### config.mk
export PLATFORM = sky130hd
export DESIGN_NAME = fetch_unit
export DESIGN_NICKNAME = d
export VERILOG_FILES = /design/src/rtl/fetch_pkg.sv /design/src/rtl/fetch_queue.sv /design/src/rtl/fetch_unit.sv
export SDC_FILE = /design/constraint.sdc
export NUM_CORES = 1
export LEC_CHECK = 0
export ABC_AREA = 0
export BUFFER_PORTS_ARGS = -buffer_cell sky130_fd_sc_hd__buf_2
export CORE_ASPECT_RATIO = 1.5
export CORE_MARGIN = 2
export CORE_UTILIZATION = 42
export CTS_BUF_LIST = sky130_fd_sc_hd__clkbuf_8
export CTS_CLUSTER_DIAMETER = 80
export DETAILED_ROUTE_END_ITERATION = 7
export MAX_ROUTING_LAYER = met4
export SYNTH_ARGS = -nofsm -noshare
export SYNTH_HDL_FRONTEND = slang
export SYNTH_SLANG_ARGS = --single-unit
export TNS_END_PERCENT = 5
### constraint.sdc
create_clock -name clk -period 8.6 [get_ports clk]
set_clock_uncertainty 0.1 [all_clocks]
set_input_delay 0.43 -clock clk [delete_from_list [all_inputs] [get_ports clk]]
set_output_delay 0.43 -clock clk [all_outputs]
set_load 0.005 [all_outputs]
### src/rtl/fetch_pkg.sv
// Shared constants and the instruction-queue entry layout for the fetch front end.
package fetch_pkg;

  localparam int XLEN_DEFAULT = 32;
  localparam int ILEN_DEFAULT = 32;
  localparam int INSTR_BYTES  = 4;

  // Queue entry as stored in fetch_queue: instruction in the upper bits, PC below.
  typedef struct packed {
    logic [ILEN_DEFAULT-1:0] instr;
    logic [XLEN_DEFAULT-1:0] pc;
  } fetch_entry_t;

endpackage

### src/rtl/fetch_queue.sv
// Synchronous FIFO with flush; DEPTH must be a power of two so pointers wrap naturally.
module fetch_queue #(
  parameter int DEPTH = 4,
  parameter int W     = 64,
  localparam int CW   = $clog2(DEPTH + 1),
  localparam int PW   = $clog2(DEPTH)
) (
  input  logic          clk,
  input  logic          rst,
  input  logic          push,
  input  logic [W-1:0]  wdata,
  input  logic          pop,
  input  logic          flush,
  output logic [W-1:0]  rdata,
  output logic [CW-1:0] count,
  output logic          full,
  output logic          empty
);

  logic [W-1:0]  mem_q [DEPTH];
  logic [PW-1:0] rd_ptr_q;
  logic [PW-1:0] wr_ptr_q;
  logic [CW-1:0] count_q;
  logic          do_push;
  logic          do_pop;

  assign full    = (count_q == CW'(DEPTH));
  assign empty   = (count_q == '0);
  assign count   = count_q;
  assign rdata   = mem_q[rd_ptr_q];

  // Flush dominates: a push or pop in the flush cycle is dropped.
  assign do_push = push && !flush && !full;
  assign do_pop  = pop && !flush && !empty;

  always_ff @(posedge clk or posedge rst) begin
    if (rst) begin
      rd_ptr_q <= '0;
      wr_ptr_q <= '0;
      count_q  <= '0;
      for (int i = 0; i < DEPTH; i++) mem_q[i] <= '0;
    end else if (flush) begin
      rd_ptr_q <= '0;
      wr_ptr_q <= '0;
      count_q  <= '0;
    end else begin
      if (do_push) begin
        mem_q[wr_ptr_q] <= wdata;
        wr_ptr_q        <= wr_ptr_q + 1'b1;
      end
      if (do_pop) rd_ptr_q <= rd_ptr_q + 1'b1;
      count_q <= count_q + CW'(do_push) - CW'(do_pop);
    end
  end

endmodule

### src/rtl/fetch_unit.sv
// Redirectable fetch PC with a one-cycle-latency imem port feeding a decoupling queue.
module fetch_unit
  import fetch_pkg::*;
#(
  parameter int              XLEN     = XLEN_DEFAULT,
  parameter int              ILEN     = ILEN_DEFAULT,
  parameter int              DEPTH    = 4,
  parameter logic [XLEN-1:0] RESET_PC = '0
) (
  input  logic            clk,
  input  logic            rst,
  output logic            imem_req,
  output logic [XLEN-1:0] imem_addr,
  input  logic [ILEN-1:0] imem_rdata,
  input  logic            redirect,
  input  logic [XLEN-1:0] redirect_pc,
  output logic            out_valid,
  input  logic            out_ready,
  output logic [ILEN-1:0] out_instr,
  output logic [XLEN-1:0] out_pc,
  output logic [XLEN-1:0] out_pc_plus4
);

  // Decode handshake: the head transfers on a cycle with out_valid && out_ready;
  // out_valid never depends on out_ready, and the head fields hold while not taken.

  localparam int              CW      = $clog2(DEPTH + 1);
  localparam int              EW      = ILEN + XLEN;
  localparam logic [CW:0]     DEPTH_W = (CW + 1)'(DEPTH);
  localparam logic [XLEN-1:0] STEP    = XLEN'(INSTR_BYTES);

  logic [XLEN-1:0] fpc_q, fpc_d;
  logic [XLEN-1:0] pend_pc_q, pend_pc_d;
  logic            pending_q, pending_d;

  logic [CW-1:0]   q_count;
  logic            q_full;
  logic            q_empty;
  logic [EW-1:0]   q_head;
  logic            pop;
  logic [CW:0]     credit;

  assign pop    = out_valid && out_ready;
  // Slots the queue will still owe after this cycle, counting the in-flight response.
  assign credit = {1'b0, q_count} + {{CW{1'b0}}, pending_q} - {{CW{1'b0}}, pop};

  assign imem_req  = !rst && !redirect && (credit < DEPTH_W);
  assign imem_addr = fpc_q;

  always_comb begin
    fpc_d     = fpc_q;
    pend_pc_d = pend_pc_q;
    pending_d = imem_req;
    if (redirect) begin
      fpc_d = {redirect_pc[XLEN-1:2], 2'b00};
    end else if (imem_req) begin
      fpc_d     = fpc_q + STEP;
      pend_pc_d = fpc_q;
    end
  end

  always_ff @(posedge clk or posedge rst) begin
    if (rst) begin
      fpc_q     <= RESET_PC;
      pend_pc_q <= '0;
      pending_q <= 1'b0;
    end else begin
      fpc_q     <= fpc_d;
      pend_pc_q <= pend_pc_d;
      pending_q <= pending_d;
    end
  end

  fetch_queue #(
    .DEPTH (DEPTH),
    .W     (EW)
  ) u_queue (
    .clk   (clk),
    .rst   (rst),
    .push  (pending_q),
    .wdata ({imem_rdata, pend_pc_q}),
    .pop   (pop),
    .flush (redirect),
    .rdata (q_head),
    .count (q_count),
    .full  (q_full),
    .empty (q_empty)
  );

  assign out_valid    = !q_empty;
  assign out_instr    = q_head[EW-1:XLEN];
  assign out_pc       = q_head[XLEN-1:0];
  assign out_pc_plus4 = out_valid ? (out_pc + STEP) : '0;

  logic unused_bits;
  assign unused_bits = ^{redirect_pc[1:0], q_full};

endmodule

---- After elaboration in Yosys (flattened, before gate mapping) ----
Index checks and enable logic that the tools add are counted.
storage, ports and cells
  register bits after elaboration ......... 328
  input bits .............................. 68
  output and inout port bits .............. 130
  logic and storage cells ................. 58
cells by class
  $add $sub $neg .......................... 8
  $lt $le $gt $ge ......................... 4
  equal/unequal tests ..................... 1
  muxes and demuxes ....................... 14
  bitwise gates (word level) .............. 3
  reductions and logical operators ........ 18
operator list
  kind                                                                           count
  256-bit bitwise mux                                                            1
  64-bit 2-to-1 mux                                                              3
  64-bit binary-select mux with 2-bit select                                     1
  64-bit demux with 2-bit select                                                 1
  32-bit 2-to-1 mux                                                              3
  32-bit by 3-bit adder with 32-bit output (second input constant)               2
  1-bit logical AND                                                              8
  2-bit 2-to-1 mux                                                               4
  3-bit greater-or-equal comparator (second input constant)                      2
  2-bit inverter with 3-bit output                                               2
  2-bit nonzero test                                                             3
  2-bit by 1-bit adder with 2-bit output (second input constant)                 2
  3-bit by 1-bit adder with 4-bit output                                         1
  1-bit logical NOT                                                              4
  4-bit by 3-bit less-than comparator with 1-bit output (second input constant)  1
  2-bit AND reduction                                                            2
  4-bit by 1-bit subtractor with 4-bit output                                    1
  3-bit by 1-bit adder with 3-bit output                                         1
  3-bit == test (second input constant)                                          1
  3-bit logical NOT                                                              1
  3-bit by 1-bit less-than comparator with 1-bit output (second input constant)  1
  3-bit 2-to-1 mux                                                               1
  3-bit by 1-bit subtractor with 3-bit output                                    1
  1-bit inverter                                                                 1

---- Depth between registers and ports, before layout ----
Gate-level depths: netlist of run 1.
  word-level depth ........................ 8
  gate-level depth with buffers ........... 14
  mapped depth without buffers ............ 13

---- Modules after synthesis ----
A second synthesis of run 1 with hierarchy kept.
second synthesis, totals
  cell total of the unflattened synthesis .. 1,087
  area total of the unflattened synthesis .. 16,525.8 um2
by module, submodules not included
  module       times used  cells an instance  area an instance (um2)  sequential area each (um2)
  fetch_queue  1           667                12,752.2                6,581.3
  fetch_unit   1           420                3,773.6                 1,526.5

---- Worst setup path before layout of run 1 ----
OpenSTA, ideal clock, no wires.
  path kind ............................... reg-to-output
  start point ............................. register u_queue.count_q[2] (netlist: u_queue.count[2])
  end point ............................... output imem_req
  arrival ................................. 2.807 ns
  data required time ...................... 8.070 ns
  slack ................................... 5.263 ns
  cell stages (with the launch flop) ...... 13
  buffers on the path ..................... 1
  path through ............................ dfrtp_1 nor3_1 clkinv_1 nand2_1 inv_1 ha_1 inv_1 ha_1 and3b_1 nor4_1 o21ai_1 inv_2 buf_1
on the way
  cells in the longest elaborated chain, start to end .. 6
  elaborated cells between the ends (all ways) .. 7
  those cells by class .................... 2 x add/sub; 1 x order compare; 4 x reduce/logical
RTL lines
  element                                                RTL line           RTL
  start, declared                                        fetch_queue.sv:23  logic [CW-1:0] count_q;
  start signal, assigned                                 fetch_queue.sv:52  count_q <= count_q + CW'(do_push) - CW'(do_pop);
  3-bit logical NOT                                      fetch_queue.sv:28  assign empty = (count_q == '0);
  1-bit logical NOT                                      fetch_unit.sv:90   assign out_valid = !q_empty;
  named net out_valid                                    fetch_unit.sv:17   output logic out_valid,
  1-bit logical AND                                      fetch_unit.sv:43   assign pop = out_valid && out_ready;
  4-bit by 1-bit subtractor with 4-bit output            fetch_unit.sv:45   assign credit = {1'b0, q_count} + {{CW{1'b0}}, pending_q} - {{CW{1'b0}}, pop};
  4-bit by 3-bit less-than comparator with 1-bit output  fetch_unit.sv:47   assign imem_req = !rst && !redirect && (credit < DEPTH_W);
  1-bit logical AND                                      fetch_unit.sv:47
  end, declared                                          fetch_unit.sv:12   output logic imem_req,
The timed path passes the listed nets, and every way through them passes these cells.

---- Worst setup path in the final report of run 1 ----
  start point ............................. register u_queue.count_q[2] (netlist: u_queue.count[2])
  end point ............................... output imem_req
on the way
  cells in the longest elaborated chain, start to end .. 6
  elaborated cells between the ends (all ways) .. 7
  those cells by class .................... 2 x add/sub; 1 x order compare; 4 x reduce/logical
RTL lines
  element                                                                                         RTL line
  parallel branches: the longest is 3 deep, another holds 3-bit by 1-bit adder with 4-bit output  -
  4-bit by 1-bit subtractor with 4-bit output (*)                                                 fetch_unit.sv:45
  4-bit by 3-bit less-than comparator with 1-bit output (*)                                       fetch_unit.sv:47
  1-bit logical AND (*)                                                                           fetch_unit.sv:47
Mark *: on every way between the ends.

==> results.sh, run 1 <==
export IMPL_grt_ovfl_total=0
export IMPL_htreeDepth=2
export IMPL_worstSetupPathType="reg2out"
export IMPL_io_buffers=189
export IMPL_slowest_stage="nor4_1"
export IMPL_wirelength_met1_um=15600
export IMPL_ys_seq_elements=316
export IMPL_post_dp_hpwl_um=22600
export IMPL_synth_edff_count=0
export IMPL_core_area_um2=35100
export IMPL_seq_area_frac_synth_pct=52.7
export IMPL_first_pass_iters=5
export IMPL_p_int_mw=3.43
export IMPL_synthesis_area_um2=15000
export IMPL_final_hold_violation_count=0
export IMPL_yosys_most_used_dff="dfrtp_1"
export IMPL_worst_slew_pin_slew_ps=1070
export IMPL_floorplan_initialDensity_pct=42.8
export IMPL_switchingPower_mw=1.72
export IMPL_rsz0062_at_grt="no"
export IMPL_fin_area_um2=17900
export IMPL_comb_power_share_pct=33.1
export IMPL_power_leakage_nw=8.59
export IMPL_drt_iter0_drc=405
export IMPL_p_sw_share_pct=33.4
export IMPL_avgSynthCellArea_um2=13.3
export IMPL_via_per_inst=5.48
export IMPL_ir_worst_vdd_mv=0.133
export IMPL_max_cap_viol_count=0
export IMPL_critical_path_required_ps=8070
export IMPL_syn_instance_count=1125
export IMPL_fmax_mhz=200
export IMPL_postCtsSetupBuffers=0
export IMPL_cts_sinks=316
export IMPL_drt_wl_total_um=36400
export IMPL_num_vias=10200
export IMPL_antenna_found_initial=1
export IMPL_drtAntennaViolNets=0
export IMPL_seq_area_um2=7920
export IMPL_area_growth_syn_to_layout_pct=19.1
export IMPL_top_layer_used="met4"
export IMPL_fp_dieH_um=236
export IMPL_nNetsFinal=1434
export IMPL_finalPower_mw=5.15
export IMPL_crit_fanout=37
export IMPL_multi_input_area_um2=6740
export IMPL_power_density_nw_per_um2=288
export IMPL_maxSlewHeadroom_pct=28.7
export IMPL_grt_pass1_wl_um=58200
export IMPL_cts_buffer_depth=3
export IMPL_cts_hold_buffers=51
export IMPL_cts_resized=0
export IMPL_synthArstFlopShare_pct=100
export IMPL_numCtsBuffers=49
export IMPL_met2_length_um=18100
export IMPL_io_pins=198
export IMPL_grt_pass1_vias=10700
export IMPL_setup_viol=0
export IMPL_grt_max_degree=79
export IMPL_yosysWarnings=0
export IMPL_cp_slowest_stage_delay_ps=690
export IMPL_end_kind="primary output"
export IMPL_finalCriticalPeriod_ps=5000
export IMPL_p_clk_share_pct=25.4
export IMPL_clk_latency_ps=590
export IMPL_cts_root_buf="clkbuf_8"
export IMPL_final_max_slew_viol_count=0
export IMPL_placed_area_um2=16300
export IMPL_path_clk_slew_ps=70
export IMPL_arrival_ps=4470
export IMPL_die_area_um2=37300
export IMPL_outcome="completed"
export IMPL_start_kind="register"
export IMPL_nFillCells=3197
export IMPL_grt_usage_pct=20.4
export IMPL_core_rowCount=84
export IMPL_timing_setup_tns_ps=0
export IMPL_yosysUniqueCellTypes=59
export IMPL_wl_met3_um=1640
export IMPL_fin_crit_sh_pct=58.1
export IMPL_seqPwrFrac_pct=41.4
export IMPL_path_cells="nor3_2, buf_4, clkinv_1, nand2_1, inv_1, ha_1, inv_1, ha_1, and3b_1, nor4_1, o21ai_4, inv_2, buf_2"
export IMPL_gp_congestion=0.865
export IMPL_drcViolationCount=0
export IMPL_routedWlPerCell_um=19.5
export IMPL_drive_gt1_share_pct=42.9
export IMPL_die_x_um=158
export IMPL_cts_tree="built"
export IMPL_hold_path_class="in2async"
-- path summary, 6_finish.rpt --
| path | from | to | slack [ps] | cells past startpoint |
|---|---|---|---|---|
| setup / recovery | u_queue.count[2] | imem_req | 3600 | 13 |
| hold / removal | rst | imem_addr[15] | 40 | 2 |
| setup reg to reg | u_queue.count[2] | imem_addr[15] | 4200 | 13 |
| hold reg to reg | u_queue.mem_q[74] | u_queue.mem_q[74] | 400 | 1 |
| max in group asynchronous | rst | u_queue.mem_q[38] | 6120 | 4 |
| min in group clk | imem_rdata[23] | u_queue.mem_q[55] | 40 | 2 |
-- worst max-delay path, delay by kind of cell, from the launching register on --
family | cells | cell delay (ps)
AOI/OAI and AO/OA | 1 | 80
DFF | 1 | 410
adders and majority gates | 2 | 380
and+or+nand+nor | 4 | 1340
buffers and inverters | 6 | 1660
-- placed cells by master (no fill, tap or decap), drive strengths merged, types with 7 or more instances in the layout --
master	Yosys	routed
dfrtp	316	316
mux2	248	248
buf	23	199
nand2	138	138
clkbuf	54	63
mux4	62	62
dlygate4sd3	0	51
o311ai	37	37
inv	19	35
nor2	29	29
nand3	18	18
a21oi	15	15
o21ai	14	14
nand4	14	14
nor4	13	13
xnor2	12	12
ha	11	11
or3	11	11
and3	10	10
or4	9	9
nor3	8	8
clkinv	1	8
mux2i	7	7
-- per-layer routing --
metal  GRT usage [%]  vias to the layer above
li1                -                     4647
met1            25.8                     5250
met2            33.5                      265
met3            3.20                       74
met4            6.55                        0
met5               -                        -
-- final cells by class --
type | instances | share of cell area (%)
Antenna cell | 1 | 0.0140
Clock buffer | 63 | 4.85
Clock inverter | 27 | 0.930
Inverter | 20 | 0.441
Multi-Input combinational cell | 717 | 37.7
Sequential cell | 316 | 44.2
Tap cell | 473 | 3.31
Timing Repair Buffer | 250 | 8.56
-- registers in the layout, indices dropped and copies added (netlist names) --
| signal | count |
|---|---|
| imem_addr | 30 |
| pend_pc_q | 30 |
| pending_q | 1 |
| u_queue.count | 3 |
| u_queue.mem_q | 248 |
| u_queue.rd_ptr_q | 2 |
| u_queue.wr_ptr_q | 2 |
-- cell families after synthesis --
family / share of synthesized area (%)
fa+ha+maj: 1.05
flops: 52.7
buf+inv: 2.97
xor+xnor: 0.991
simple gates: 8.93
mux: 28.7
other cells: 0.0250
compound gates: 4.72
-- power by group through the flow --
stage / sequential (mW) / clock, mW / combinational, mW
after detailed placement: 2.16 / 0 / 1.72
after floorplan: 2.04 / 0 / 1.16
after global placement: 2.14 / 0 / 1.69
final: 2.13 / 1.31 / 1.71
after global routing: 2.19 / 1.42 / 1.88
after CTS: 2.13 / 1.35 / 1.74
-- metrics by stage --
| stage | cells | hold slack (ps) | worst slack (ps) | utilization, % |
|---|---|---|---|---|
| detailed placement | 1725 | 386 | 4140 | 46.6 |
| CTS | 1866 | 0.780 | 3510 | 51.0 |
| finish | 1867 | 35.7 | 3600 | 51.0 |
| global placement | 1725 | 378 | 4220 | 46.6 |
| floorplan | 1130 | 370 | 3660 | - |
| global route | 1867 | 6.09 | 3300 | 51.0 |
-- Yosys cell counts, types with 13 or more instances --
| cell | count | area, um^2 |
|---|---|---|
| o311ai_0 | 37 | 324 |
| nand3_1 | 16 | 80.1 |
| mux4_2 | 50 | 1130 |
| dfrtp_1 | 316 | 7910 |
| nand2_1 | 138 | 518 |
| clkbuf_1 | 53 | 199 |
| nor2_1 | 29 | 109 |
| o21ai_0 | 13 | 65.1 |
| inv_1 | 18 | 67.6 |
| a21oi_1 | 15 | 75.1 |
| mux2_2 | 248 | 2790 |
(Power assumes the default switching activity.)
==> inputs of run 2 (changes only) <==
==> constraint.sdc (replaced) <==
create_clock -name clk -period 5.2 [get_ports clk]
set_clock_uncertainty 0.1 [all_clocks]
set_input_delay 0.26 -clock clk [delete_from_list [all_inputs] [get_ports clk]]
set_output_delay 0.26 -clock clk [all_outputs]
set_load 0.005 [all_outputs]
==> run 2 against run 1 <==
  * Largest power group unchanged
  * Largest cell class unchanged
  * Total power rose by 64%
  * Final cell count rose by 0.64%
  * Worst setup slack got worse by 2700 ps
  * Critical path depth fell by 1
  * Core utilization rose by 0.36 points
==> results.sh, run 2 (same netlist as run 1, synthesis figures left out) <==
export IMPL_core_rowCount=84
export IMPL_power_leakage_nw=8.64
export IMPL_drtAntennaViolNets=0
export IMPL_grt_pass1_vias=10500
export IMPL_r2r_end="imem_addr[15]"
export IMPL_floorplan_initialDensity_pct=42.8
export IMPL_crit_fanout=37
export IMPL_arrival_ps=3930
export IMPL_drive_gt1_share_pct=42.7
export IMPL_final_hold_violation_count=0
export IMPL_regMostFlops="u_queue.mem_q"
export IMPL_path_clk_slew_ps=60
export IMPL_layout_cells_non_filler=1879
export IMPL_io_pins=198
export IMPL_finalCriticalPeriod_ps=4290
export IMPL_gp_congestion=0.860
export IMPL_worstSetupPathType="reg2out"
export IMPL_place_inst=1726
export IMPL_largest_reg_flops=248
export IMPL_final_common_cell="dfrtp_1"
export IMPL_die_area_um2=37300
export IMPL_ir_worst_vdd_mv=0.230
export IMPL_timing_setup_tns_ps=0
export IMPL_drcViolationCount=0
export IMPL_drt_iter0_drc=477
export IMPL_cts_buffer_depth=3
export IMPL_comb_power_share_pct=32.9
export IMPL_fmax_mhz=233
export IMPL_clk_latency_ps=580
export IMPL_rsz0062_at_grt="no"
export IMPL_cts_sinks=316
export IMPL_whs_ps=39.3
export IMPL_via_per_inst=5.42
export IMPL_start_kind="register"
export IMPL_antenna_found_initial=2
export IMPL_htreeDepth=2
export IMPL_switchingPower_mw=2.81
export IMPL_cts_tree="built"
export IMPL_final_max_slew_viol_count=0
export IMPL_cts_resized=0
export IMPL_fin_area_um2=18000
export IMPL_post_dp_hpwl_um=22700
export IMPL_ff2ff_setup_slack_ps=1320
export IMPL_setup_viol=0
export IMPL_mostFrequentLayoutCells="314 x dfrtp_1, 248 x mux2_2, 189 x buf_2"
export IMPL_finalPower_mw=8.45
export IMPL_seqPwrFrac_pct=42.3
export IMPL_drt_wl_total_um=36100
export IMPL_hold_path_class="in2async"
export IMPL_grt_max_degree=133
export IMPL_grt_pass1_wl_um=57700
export IMPL_core_area_um2=35100
export IMPL_io_buffers=189
export IMPL_critical_path_required_ps=4840
export IMPL_die_x_um=158
export IMPL_first_pass_iters=4
export IMPL_grt_usage_pct=20.2
export IMPL_r2r_cells=12
export IMPL_p_clk_share_pct=24.8
export IMPL_nNetsFinal=1449
export IMPL_fin_crit_sh_pct=82.5
export IMPL_area_growth_syn_to_layout_pct=20.0
export IMPL_max_cap_viol_count=0
export IMPL_maxSlewHeadroom_pct=29.5
export IMPL_placed_area_um2=16400
export IMPL_end_kind="primary output"
export IMPL_p_int_mw=5.64
export IMPL_num_vias=10200
export IMPL_postCtsSetupBuffers=0
export IMPL_outcome="completed"
export IMPL_grt_ovfl_total=0
export IMPL_cts_hold_buffers=63
export IMPL_worst_slew_pin_slew_ps=1060
export IMPL_fp_dieH_um=236
export IMPL_numCtsBuffers=51
export IMPL_routedWlPerCell_um=19.2
export IMPL_p_sw_share_pct=33.3
export IMPL_cts_root_buf="clkbuf_8"
export IMPL_power_density_nw_per_um2=469
export IMPL_r2r_start="u_queue.count[2]"
==> run 2: cell count changes in the layout (fill, tap and decap cells not counted), sizes merged <==
| cell | change |
|---|---|
| buf | +1 |
| dlygate4sd3 | +12 |
| diode | +1 |
| clkinvlp | -1 |
| clkbuf | +4 |
| inv | -3 |
| bufinv | -2 |
==> run 2: final cells by class <==
class / instances / area (um^2)
inverters: 20 / 78.8
repair buffers: 263 / 1680
fillers: 3155 / 17100
clock inverters: 21 / 87.6
flip-flops and latches: 316 / 7920
clock buffers: 67 / 922
well taps: 473 / 592
multi-input cells: 717 / 6730
diodes: 2 / 5.00
==> run 2: per-stage QoR <==
stage	setup WS, ps	utilization, %
2_1_floorplan	425	-
3_3_place_gp	1350	46.6
3_5_place_dp	1310	46.6
4_1_cts	764	51.3
5_1_grt	571	51.3
6_report	910	51.3
==> run 2: worst max-delay path by stage <==
stage	from	end	slack, ps	cells past startpoint
floorplan	rst	imem_addr[10]	430	2
global placement	u_queue.count[2]	imem_addr[15]	1350	12
detailed placement	u_queue.count[2]	imem_addr[15]	1310	12
CTS	u_queue.rd_ptr_q[0]	out_pc_plus4[30]	760	7
global route	u_queue.count[2]	imem_req	570	12
finish	u_queue.count[2]	imem_req	910	12
==> run 2: power by group through the flow <==
stage | clock, mW | sequential, mW | combinational [mW]
finish | 2.09 | 3.58 | 2.78
global route | 2.29 | 3.67 | 3.07
CTS | 2.17 | 3.58 | 2.84
detailed placement | 0 | 3.62 | 2.79
global placement | 0 | 3.59 | 2.75
floorplan | 0 | 3.37 | 1.92
==> run 2: metal layers <==
layer | vias to the layer above | track usage, % | routed length [um]
met4 | 0 | 6.12 | 914
met1 | 5164 | 25.6 | 15500
met3 | 62 | 3.52 | 1750
met5 | - | - | 0
li1 | 4676 | - | -
met2 | 277 | 33.1 | 18000
==> run 2: worst max-delay path, cell delays in order (launching register included) <==
cell,delay (ps)
dfrtp_1,410
nor3_2,230
clkinv_1,290
nand2_1,230
inv_1,60
ha_1,170
inv_1,50
ha_1,210
and3b_1,170
nor4_1,670
o21ai_4,80
inv_2,520
buf_2,230
